==> src/rtl/gray_pkg.sv <==
// Shared Gray-code helpers and skid-buffer state type, used by the encoder and decoder.
// Conversion functions operate on up to GRAY_MAX_W bits; callers zero-extend and truncate.
package gray_pkg;

  localparam int GRAY_MAX_W = 16;

  typedef enum logic [1:0] {
    EMPTY = 2'd0,
    ONE   = 2'd1,
    FULL  = 2'd2
  } skid_state_t;

  function automatic logic [GRAY_MAX_W-1:0] bin2gray(input logic [GRAY_MAX_W-1:0] b);
    return b ^ (b >> 1);
  endfunction

  // Prefix XOR from the MSB down, done in log2 steps.
  function automatic logic [GRAY_MAX_W-1:0] gray2bin(input logic [GRAY_MAX_W-1:0] g);
    logic [GRAY_MAX_W-1:0] b;
    b = g;
    b = b ^ (b >> 1);
    b = b ^ (b >> 2);
    b = b ^ (b >> 4);
    b = b ^ (b >> 8);
    return b;
  endfunction

endpackage

==> src/rtl/gray_encoder_if.sv <==
// Handshake bundle for the Gray encoder: binary input stream and Gray/binary output stream.
// master = producer/consumer side driving the encoder, slave = the encoder itself.
interface gray_encoder_if #(
  parameter int WIDTH = 4
);

  logic             in_valid;
  logic             in_ready;
  logic [WIDTH-1:0] bin_in;
  logic             out_valid;
  logic             out_ready;
  logic [WIDTH-1:0] gray_out;
  logic [WIDTH-1:0] bin_out;

  modport master (
    output in_valid,
    output bin_in,
    output out_ready,
    input  in_ready,
    input  out_valid,
    input  gray_out,
    input  bin_out
  );

  modport slave (
    input  in_valid,
    input  bin_in,
    input  out_ready,
    output in_ready,
    output out_valid,
    output gray_out,
    output bin_out
  );

endinterface

==> src/rtl/gray_skid_buf.sv <==
// Two-entry skid buffer with registered in_ready; head entry drives the output directly.
// state | meaning: EMPTY no entry held | ONE head valid | FULL head and tail valid, input stalled
module gray_skid_buf
  import gray_pkg::*;
#(
  parameter int DW = 8
) (
  input  logic          clk,
  input  logic          rst_n,
  input  logic          in_valid_i,
  output logic          in_ready_o,
  input  logic [DW-1:0] in_data_i,
  output logic          out_valid_o,
  input  logic          out_ready_i,
  output logic [DW-1:0] out_data_o
);

  skid_state_t   state_q, state_d;
  logic          ready_q;
  logic [DW-1:0] head_q, head_d;
  logic [DW-1:0] tail_q, tail_d;
  logic          accept;
  logic          pop;

  assign accept = in_valid_i && ready_q;
  assign pop    = out_valid_o && out_ready_i;

  always_ff @(posedge clk or negedge rst_n) begin
    if (!rst_n) begin
      state_q <= EMPTY;
      ready_q <= 1'b1;
      head_q  <= '0;
      tail_q  <= '0;
    end else begin
      state_q <= state_d;
      ready_q <= (state_d != FULL);
      head_q  <= head_d;
      tail_q  <= tail_d;
    end
  end

  always_comb begin
    state_d = state_q;
    head_d  = head_q;
    tail_d  = tail_q;
    case (state_q)
      EMPTY: begin
        if (accept) begin
          state_d = ONE;
          head_d  = in_data_i;
        end
      end
      ONE: begin
        if (accept && pop) begin
          head_d = in_data_i;
        end else if (accept) begin
          state_d = FULL;
          tail_d  = in_data_i;
        end else if (pop) begin
          state_d = EMPTY;
        end
      end
      FULL: begin
        // ready_q is low here, so only a pop can move the buffer.
        if (pop) begin
          state_d = ONE;
          head_d  = tail_q;
        end
      end
      default: state_d = EMPTY;
    endcase
  end

  always_comb begin
    out_valid_o = (state_q != EMPTY);
    in_ready_o  = ready_q;
    out_data_o  = head_q;
  end

endmodule

==> src/rtl/gray_encoder.sv <==
// Streaming binary-to-Gray encoder fed by bin_in or an internal counter, output via skid buffer.
// Optional step checker on popped counter codes: define GRAY_ENCODER_STEP_CHECK_EN.
module gray_encoder
  import gray_pkg::*;
#(
  parameter int WIDTH    = 4,
  parameter int CNT_INIT = 0
) (
  input  logic          clk,
  input  logic          rst_n,
  input  logic          src_sel_i,
  input  logic          cnt_clr_i,
  gray_encoder_if.slave bus,
  output logic          step_err_o
);

  localparam logic [WIDTH-1:0] CNT_RST = WIDTH'(CNT_INIT);

  logic [WIDTH-1:0]   cnt_q, cnt_d;
  logic               src_valid;
  logic [WIDTH-1:0]   src_bin;
  logic [WIDTH-1:0]   src_gray;
  logic               buf_ready;
  logic               accept;
  logic [2*WIDTH-1:0] buf_in;
  logic [2*WIDTH-1:0] buf_out;

  // Counter source is always offering; bin_in is ignored while it is selected.
  assign src_valid = src_sel_i ? 1'b1 : bus.in_valid;
  assign src_bin   = src_sel_i ? cnt_q : bus.bin_in;
  assign src_gray  = WIDTH'(bin2gray(GRAY_MAX_W'(src_bin)));
  assign accept    = src_valid && buf_ready;
  assign buf_in    = {src_gray, src_bin};

  assign bus.in_ready = buf_ready && !src_sel_i;

  always_comb begin
    cnt_d = cnt_q;
    if (cnt_clr_i) begin
      cnt_d = CNT_RST;
    end else if (accept && src_sel_i) begin
      cnt_d = cnt_q + WIDTH'(1);
    end
  end

  always_ff @(posedge clk or negedge rst_n) begin
    if (!rst_n) begin
      cnt_q <= CNT_RST;
    end else begin
      cnt_q <= cnt_d;
    end
  end

  gray_skid_buf #(
    .DW (2 * WIDTH)
  ) u_skid (
    .clk         (clk),
    .rst_n       (rst_n),
    .in_valid_i  (src_valid),
    .in_ready_o  (buf_ready),
    .in_data_i   (buf_in),
    .out_valid_o (bus.out_valid),
    .out_ready_i (bus.out_ready),
    .out_data_o  (buf_out)
  );

  assign bus.gray_out = buf_out[2*WIDTH-1:WIDTH];
  assign bus.bin_out  = buf_out[WIDTH-1:0];

`ifdef GRAY_ENCODER_STEP_CHECK_EN
  logic [WIDTH-1:0] prev_q, prev_d;
  logic             prev_vld_q, prev_vld_d;
  logic             err_q, err_d;
  logic             pop;

  assign pop = bus.out_valid && bus.out_ready;

  always_comb begin
    prev_d     = prev_q;
    prev_vld_d = prev_vld_q;
    err_d      = 1'b0;
    if (pop) begin
      prev_d     = bus.gray_out;
      prev_vld_d = 1'b1;
      // Stream-mode pops only refresh the reference code.
      if (src_sel_i && prev_vld_q && ($countones(prev_q ^ bus.gray_out) != 1)) begin
        err_d = 1'b1;
      end
    end
    if (cnt_clr_i) begin
      prev_vld_d = 1'b0;
    end
  end

  always_ff @(posedge clk or negedge rst_n) begin
    if (!rst_n) begin
      prev_q     <= '0;
      prev_vld_q <= 1'b0;
      err_q      <= 1'b0;
    end else begin
      prev_q     <= prev_d;
      prev_vld_q <= prev_vld_d;
      err_q      <= err_d;
    end
  end

  assign step_err_o = err_q;
`else
  assign step_err_o = 1'b0;
`endif

endmodule

==> src/flat_wrapper.sv <==
// flat-port wrapper written by rule: the top's interface ports become plain ports
module gray_encoder_flat import gray_pkg::*;
#(
  parameter int WIDTH    = 4,
  parameter int CNT_INIT = 0
)
  (clk, rst_n, src_sel_i, cnt_clr_i, step_err_o, bus_in_valid, bus_bin_in, bus_out_ready, bus_in_ready, bus_out_valid, bus_gray_out, bus_bin_out);
  gray_encoder_if #(.WIDTH(WIDTH)) bus_i ();
  input  logic clk;
  input  logic rst_n;
  input  logic src_sel_i;
  input  logic cnt_clr_i;
  output logic step_err_o;
  input wire logic [$bits(bus_i.in_valid)-1:0] bus_in_valid;
  input wire logic [$bits(bus_i.bin_in)-1:0] bus_bin_in;
  input wire logic [$bits(bus_i.out_ready)-1:0] bus_out_ready;
  output wire logic [$bits(bus_i.in_ready)-1:0] bus_in_ready;
  output wire logic [$bits(bus_i.out_valid)-1:0] bus_out_valid;
  output wire logic [$bits(bus_i.gray_out)-1:0] bus_gray_out;
  output wire logic [$bits(bus_i.bin_out)-1:0] bus_bin_out;
  assign bus_i.in_valid = bus_in_valid;
  assign bus_i.bin_in = bus_bin_in;
  assign bus_i.out_ready = bus_out_ready;
  assign bus_in_ready = bus_i.in_ready;
  assign bus_out_valid = bus_i.out_valid;
  assign bus_gray_out = bus_i.gray_out;
  assign bus_bin_out = bus_i.bin_out;
  gray_encoder #(.WIDTH(WIDTH), .CNT_INIT(CNT_INIT)) u_core (.clk(clk), .rst_n(rst_n), .src_sel_i(src_sel_i), .cnt_clr_i(cnt_clr_i), .bus(bus_i), .step_err_o(step_err_o));
endmodule
==> config.mk <==
export PLATFORM = sky130hd
export DESIGN_NAME = gray_encoder_flat
export DESIGN_NICKNAME = d
export VERILOG_FILES = /design/src/rtl/gray_pkg.sv /design/src/rtl/gray_encoder_if.sv /design/src/rtl/gray_skid_buf.sv /design/src/rtl/gray_encoder.sv /design/src/flat_wrapper.sv
export SDC_FILE = /design/constraint.sdc
export NUM_CORES = 1
export LEC_CHECK = 0
export CAP_MARGIN = 15
export CORE_MARGIN = 2
export CORE_UTILIZATION = 31
export CTS_CLUSTER_SIZE = 14
export DETAILED_ROUTE_END_ITERATION = 8
export GPL_TIMING_DRIVEN = 0
export PLACE_DENSITY_LB_ADDON = 0.08
export SLEW_MARGIN = 10
export SYNTH_ARGS = -nofsm -noshare
export SYNTH_HDL_FRONTEND = slang
export SYNTH_SLANG_ARGS = --single-unit
==> constraint.sdc <==
create_clock -name clk -period 1.9 [get_ports clk]
set_input_delay 0.38 -clock clk [delete_from_list [all_inputs] [get_ports clk]]
set_output_delay 0.38 -clock clk [all_outputs]
set_load 0.05 [all_outputs]
# Yosys cells after proc, flatten, opt, wreduce, memory -nomap -nowiden
# Cells that the tools add are included.
[classes]
addsub = 1
n_mul = 0
div_mod_pow = 0
n_lt_le_gt_ge = 0
n_eq_ne = 6
n_shift = 0
n_mux = 14
bitwise = 2
n_reduce_logical = 12
[op_table]
columns = ["cell", "n"]
rows = [
  ["2-to-1 mux 8 bit", 3],
  ["one-hot mux 8 bit (3 select lines)", 1],
  ["2-to-1 mux 4 bit", 3],
  ["2-to-1 mux 2 bit", 5],
  ["!= test 2 bit, second input constant", 3],
  ["one-hot mux 2 bit (3 select lines)", 1],
  ["logical AND 1 bit", 5],
  ["adder 4 x 1 -> 4 bit, second input constant", 1],
  ["AND reduction 4 bit", 1],
  ["nonzero test 2 bit", 2],
  ["bitwise XOR 4 x 3 -> 4 bit", 1],
  ["AND reduction 3 bit", 1],
  ["nonzero test 3 bit", 1],
  ["equality test 2 x 1 -> 1 bit, second input constant", 1],
  ["equality test 2 bit, second input constant", 1],
  ["logical NOT 2 bit", 1],
  ["!= test 2 x 1 -> 1 bit, second input constant", 1],
  ["logical NOT 1 bit", 1],
  ["2-to-1 mux 1 bit", 1],
  ["inverter 1 bit", 1],
]
[word_totals]
register_bits = 23
latch_bits = 0
mem_bits_rw = 0
romBits = 0
inputBits = 10
output_inout_bits = 11
wordCells = 40
mem_count = 0

# Depth between registers and ports, before layout
[logic_depth]
depth_word = 7
ltp_mapped = 5
depth_no_buf = 4

# Hierarchy
# From an unflattened synthesis, not the netlist that was laid out.
[hier_totals]
cells_unflattened = 92
hier_area_um2 = 1143.6
[by_module_without_submodules]
columns = ["mod", "n_inst", "cells_per_inst", "area_per_inst_um2", "seq_area_each_um2"]
rows = [
  ["gray_skid_buf", 1, 60, 840.8, 476.7],
  ["gray_encoder", 1, 32, 302.8, 100.1],
]

# Least setup slack after synthesis
# No wires, ideal clock.
[synth_path]
path_kind = "input -> output"
from = "input port src_sel_i"
to = "output port bus_in_ready"
t_arrival_ns = 1.276
required_time_ns = 1.520
slack_ns = 0.244
path_stages = 2
path_buffers = 1
path_cell_list = "buf_2 -> nor2b_1"
[synth_between]
elab_chain_len = 2
[synth_lines]
columns = ["element", "line", "rtl"]
rows = [
  ["start, declared", "flat_wrapper.sv:11", "input logic src_sel_i;"],
  ["logical NOT 1 bit", "gray_encoder.sv:35", "assign bus.in_ready = buf_ready && !src_sel_i;"],
  ["logical AND 1 bit", "gray_encoder.sv:35", ""],
  ["end, declared", "flat_wrapper.sv:17", "output wire logic [$bits(bus_i.in_ready)-1:0] bus_in_ready;"],
]
# No other way between the ends.

# Worst setup path after layout
[layout_path]
from = "register u_core.u_skid.head_q[1] (netlist: u_core.u_skid.out_data_o[1])"
to = "output port bus_bin_out[1]"
[layout_lines]
columns = ["element", "line", "rtl"]
rows = [
  ["start, declared", "gray_skid_buf.sv:20", "logic [DW-1:0] head_q, head_d;"],
  ["start signal, assigned", "gray_skid_buf.sv:32", "head_q <= '0;"],
  ["start signal, assigned", "gray_skid_buf.sv:37", "head_q <= head_d;"],
  ["end, declared", "flat_wrapper.sv:20", "output wire logic [$bits(bus_i.bin_out)-1:0] bus_bin_out;"],
]
# No word-level cell between the ends.

==> summary.md <==
| Metric | Value |
|---|---|
| Die Height | `63.2 um` |
| Post-synth EDFFs | `0` |
| Drt wl/cell | `11.4 um` |
| Max-slew headroom | `0.364` |
| Register area share after synthesis | `0.485` |
| # H-tree levels | `1` |
| Slew @ Worst Pin | `0.951 ns` |
| Nets | `142` |
| Fillers | `368` |
| Top_reg_cell synth | `dfrtp_1` |
| Final ANT Viol Nets | `0` |
| Crit-path slowest cell | `clkdlybuf4s50_1` |
| Routed wire length | `2010 um` |
| Max Root-Sink Buffers | `2` |
| Pre-antenna DRT Iters | `4` |
| Cell with the most instances after synthesis | `dfrtp_1` |
| Post-Syn Nets | `118` |
| Initial drt markers | `23` |
| Layout area overhead | `25.3%` |
| Mapped Area | `0.00109 mm2` |
| Grt total ovfl | `0` |
| WHS Path Cells | `2` |
| Reg2reg path depth | `5` |
| Netlist cell types | `28` |
| Synth area leader | `dfrtp_1` |
| Clock Tree Root | `clkbuf_4` |
| Worst skew pair latency | `0.31 ns` |
| Max Cap Viol | `0` |
| Drt via density | `4.46` |
| Vias in the first global route | `811` |
| Setup violations, final | `0` |
| Fin. Hold Viols | `0` |
| Detailed placement HPWL | `1550 um` |
| PD cells | `1530 mW/mm2` |
| Yosys Warn Count | `0` |
| Synth cell count leaders | `20 x dfrtp_1, 11 x nand2_1, 10 x mux2i_1` |
| CP peak stage delay | `0.80 ns` |
| # IOs | `21` |
| CTS sink count | `21` |
| Fin crit period | `1.85 ns` |
| WP buf/inv | `1` |
| #FFs+latches synth | `21` |
| Final GP Congestion | `0.733` |
| Crit-path leading delay family | `buffers and inverters` |
| Routed vias | `785` |
| Critical Path AT | `1.47 ns` |
| Share of cells above drive strength 1 | `0.131` |
| Hold Path Sink | `u_core.u_skid.tail_q[3]` |
| FP Rows | `21` |
| # Post-CTS Setup Buffers | `0` |
| GRT Overall Usage | `0.115` |
| Initial antenna violation count | `0` |
| Status | `finished, final reports clean` |
| RSZ-0062 raised after global routing | `no` |
| Mapped Avg Cell Area | `10.1 um2` |
| Ant diodes | `0` |
| Critical path cell sequence | `clkdlybuf4s50_1` |
| FFs w/ async S/R, synth | `1.00` |
| Pleak | `0.658 nW` |
| CP Capture Type | `output port` |
| Synth Instances | `107` |
| Layout Utilization | `0.405` |
| Min-delay worst type | `flip-flop to flip-flop` |
| Period utilization | `0.973` |
| Post-synth top area share | `0.461` |
| Footprint of the multi-input gates | `512 um2` |
| R2R setup slack | `0.28 ns` |
| Hold path start | `u_core.u_skid.tail_q[3]` |
| Reg2reg end | `u_core.u_skid.out_data_o[0]` |
| Initial Util | `0.323` |
| First-pass GRT wire length | `3620 um` |
| Number of buffers created by CTS | `3` |
| Crit path max fanout | `2` |
| Port buffer count | `19` |
| Crit path launch type | `flip-flop` |
| Worst r2r src | `u_core.u_skid.in_ready_o` |
| Crit path required time | `1.52 ns` |
| Tot Pwr | `2.09 mW` |
| Core box area | `0.00336 mm2` |
| Clk pin slew, worst setup/hold paths | `0.12 ns` |
| Max frequency | `541 MHz` |
| Die area | `0.00399 mm2` |
| CTS tree | `done` |
| Clk_skew | `0.00287 ns` |
| Drc violations | `0` |
| Max VDD drop | `0.000429 V` |
| Sequential cell area | `527 um2` |
| Slew Viols, Final | `0` |
| Crit Path Class | `flip-flop to output port` |
| Die X | `63.2 um` |
| Largest net degree at the start of global routing | `22` |
| Area contributors post-synth | `dfrtp_1 46%, mux2i_1 9.2%, xnor2_1 5.6%` |
[how the worst max path moves through the flow]
stage	startpoint	to	slack, ns	cells past startpoint
final	u_core.u_skid.out_data_o[1]	bus_bin_out[1]	0.05	1
after global routing	u_core.u_skid.out_data_o[0]	bus_bin_out[0]	0.0008	1
after CTS	u_core.u_skid.out_data_o[3]	bus_bin_out[3]	0.0002	1
after detailed placement	src_sel_i	bus_in_ready	-0.47	4
after global placement	src_sel_i	bus_in_ready	-0.48	4
after floorplan	src_sel_i	bus_in_ready	0.24	2
[metal layers]
| layer | up-vias | track usage | share of wire |
|---|---|---|---|
| met5 | - | 0 | 0 |
| met4 | 0 | 0.0571 | 0.023 |
| met3 | 5 | 0.0179 | 0.038 |
| met2 | 16 | 0.185 | 0.43 |
| met1 | 357 | 0.151 | 0.50 |
| li1 | 407 | - | - |
[flip-flops by register name (all words and copies together) (netlist names)]
name                      cells
u_core.u_skid.in_ready_o      1
u_core.u_skid.state_q         2
u_core.cnt_q                  4
u_core.u_skid.tail_q          7
u_core.u_skid.out_data_o      7
[area by class of cell]
class / count / area share
inverters: 1 / 0.00276
plain buffers: 7 / 0.0340
clock buffers: 4 / 0.0193
multi-input cells: 78 / 0.376
repair buffers: 19 / 0.139
well taps: 46 / 0.0423
flip-flops and latches: 21 / 0.387
[repair_timing]
action	4_1_cts	5_1_grt
endpoints found under the hold margin	0	0
resized for setup	8	6
hold buffers	0	0
endpoints found under the setup margin	3	5
[logic make-up (layout without fill, tap and decap cells)]
kind of cell	count (synthesis)	after routing	synth area share
simple gates	33	33	0.146
compound gates	21	21	0.107
flops	21	21	0.485
mux	13	13	0.130
xor+xnor	9	9	0.0726
buf+inv	8	31	0.0438
fa+ha+maj	1	1	0.0115
other cells	1	1	0.00345
[where the power goes]
group | internal (mW) | switching, mW | leakage, nW
registers | 0.634 | 0.120 | 0.261
logic | 0.423 | 0.692 | 0.382
clock network | 0.0821 | 0.137 | 0.0150
total | 1.14 | 0.950 | 0.658
[through the flow]
| stage | instance area [um2] | cells | worst slack (ns) | setup TNS (ns) | hold WS (ns) |
|---|---|---|---|---|---|
| floorplan | 1090 | 107 | 0.244 | 0 | 0.0844 |
| global placement | 1330 | 172 | -0.485 | -0.920 | 0.461 |
| detailed placement | 1330 | 172 | -0.475 | -0.941 | 0.472 |
| CTS | 1360 | 176 | 0.000248 | 0 | 0.498 |
| global route | 1360 | 176 | 0.000813 | 0 | 0.530 |
| finish | 1360 | 176 | 0.0511 | 0 | 0.497 |
[cells in the final DEF, fill, tap and decap left out, types with 4 or more instances in the layout]
cell type        instances
o21ai_0                  6
mux2i_1                 10
nor2_1                   9
clkdlybuf4s50_1         12
a21oi_1                  9
dfrtp_1                 20
nand2_1                 11
nand2b_1                 4
o21ai_1                  4
dlymetal6s2s_1           4
xnor2_1                  7
(Power assumes the default switching activity.)
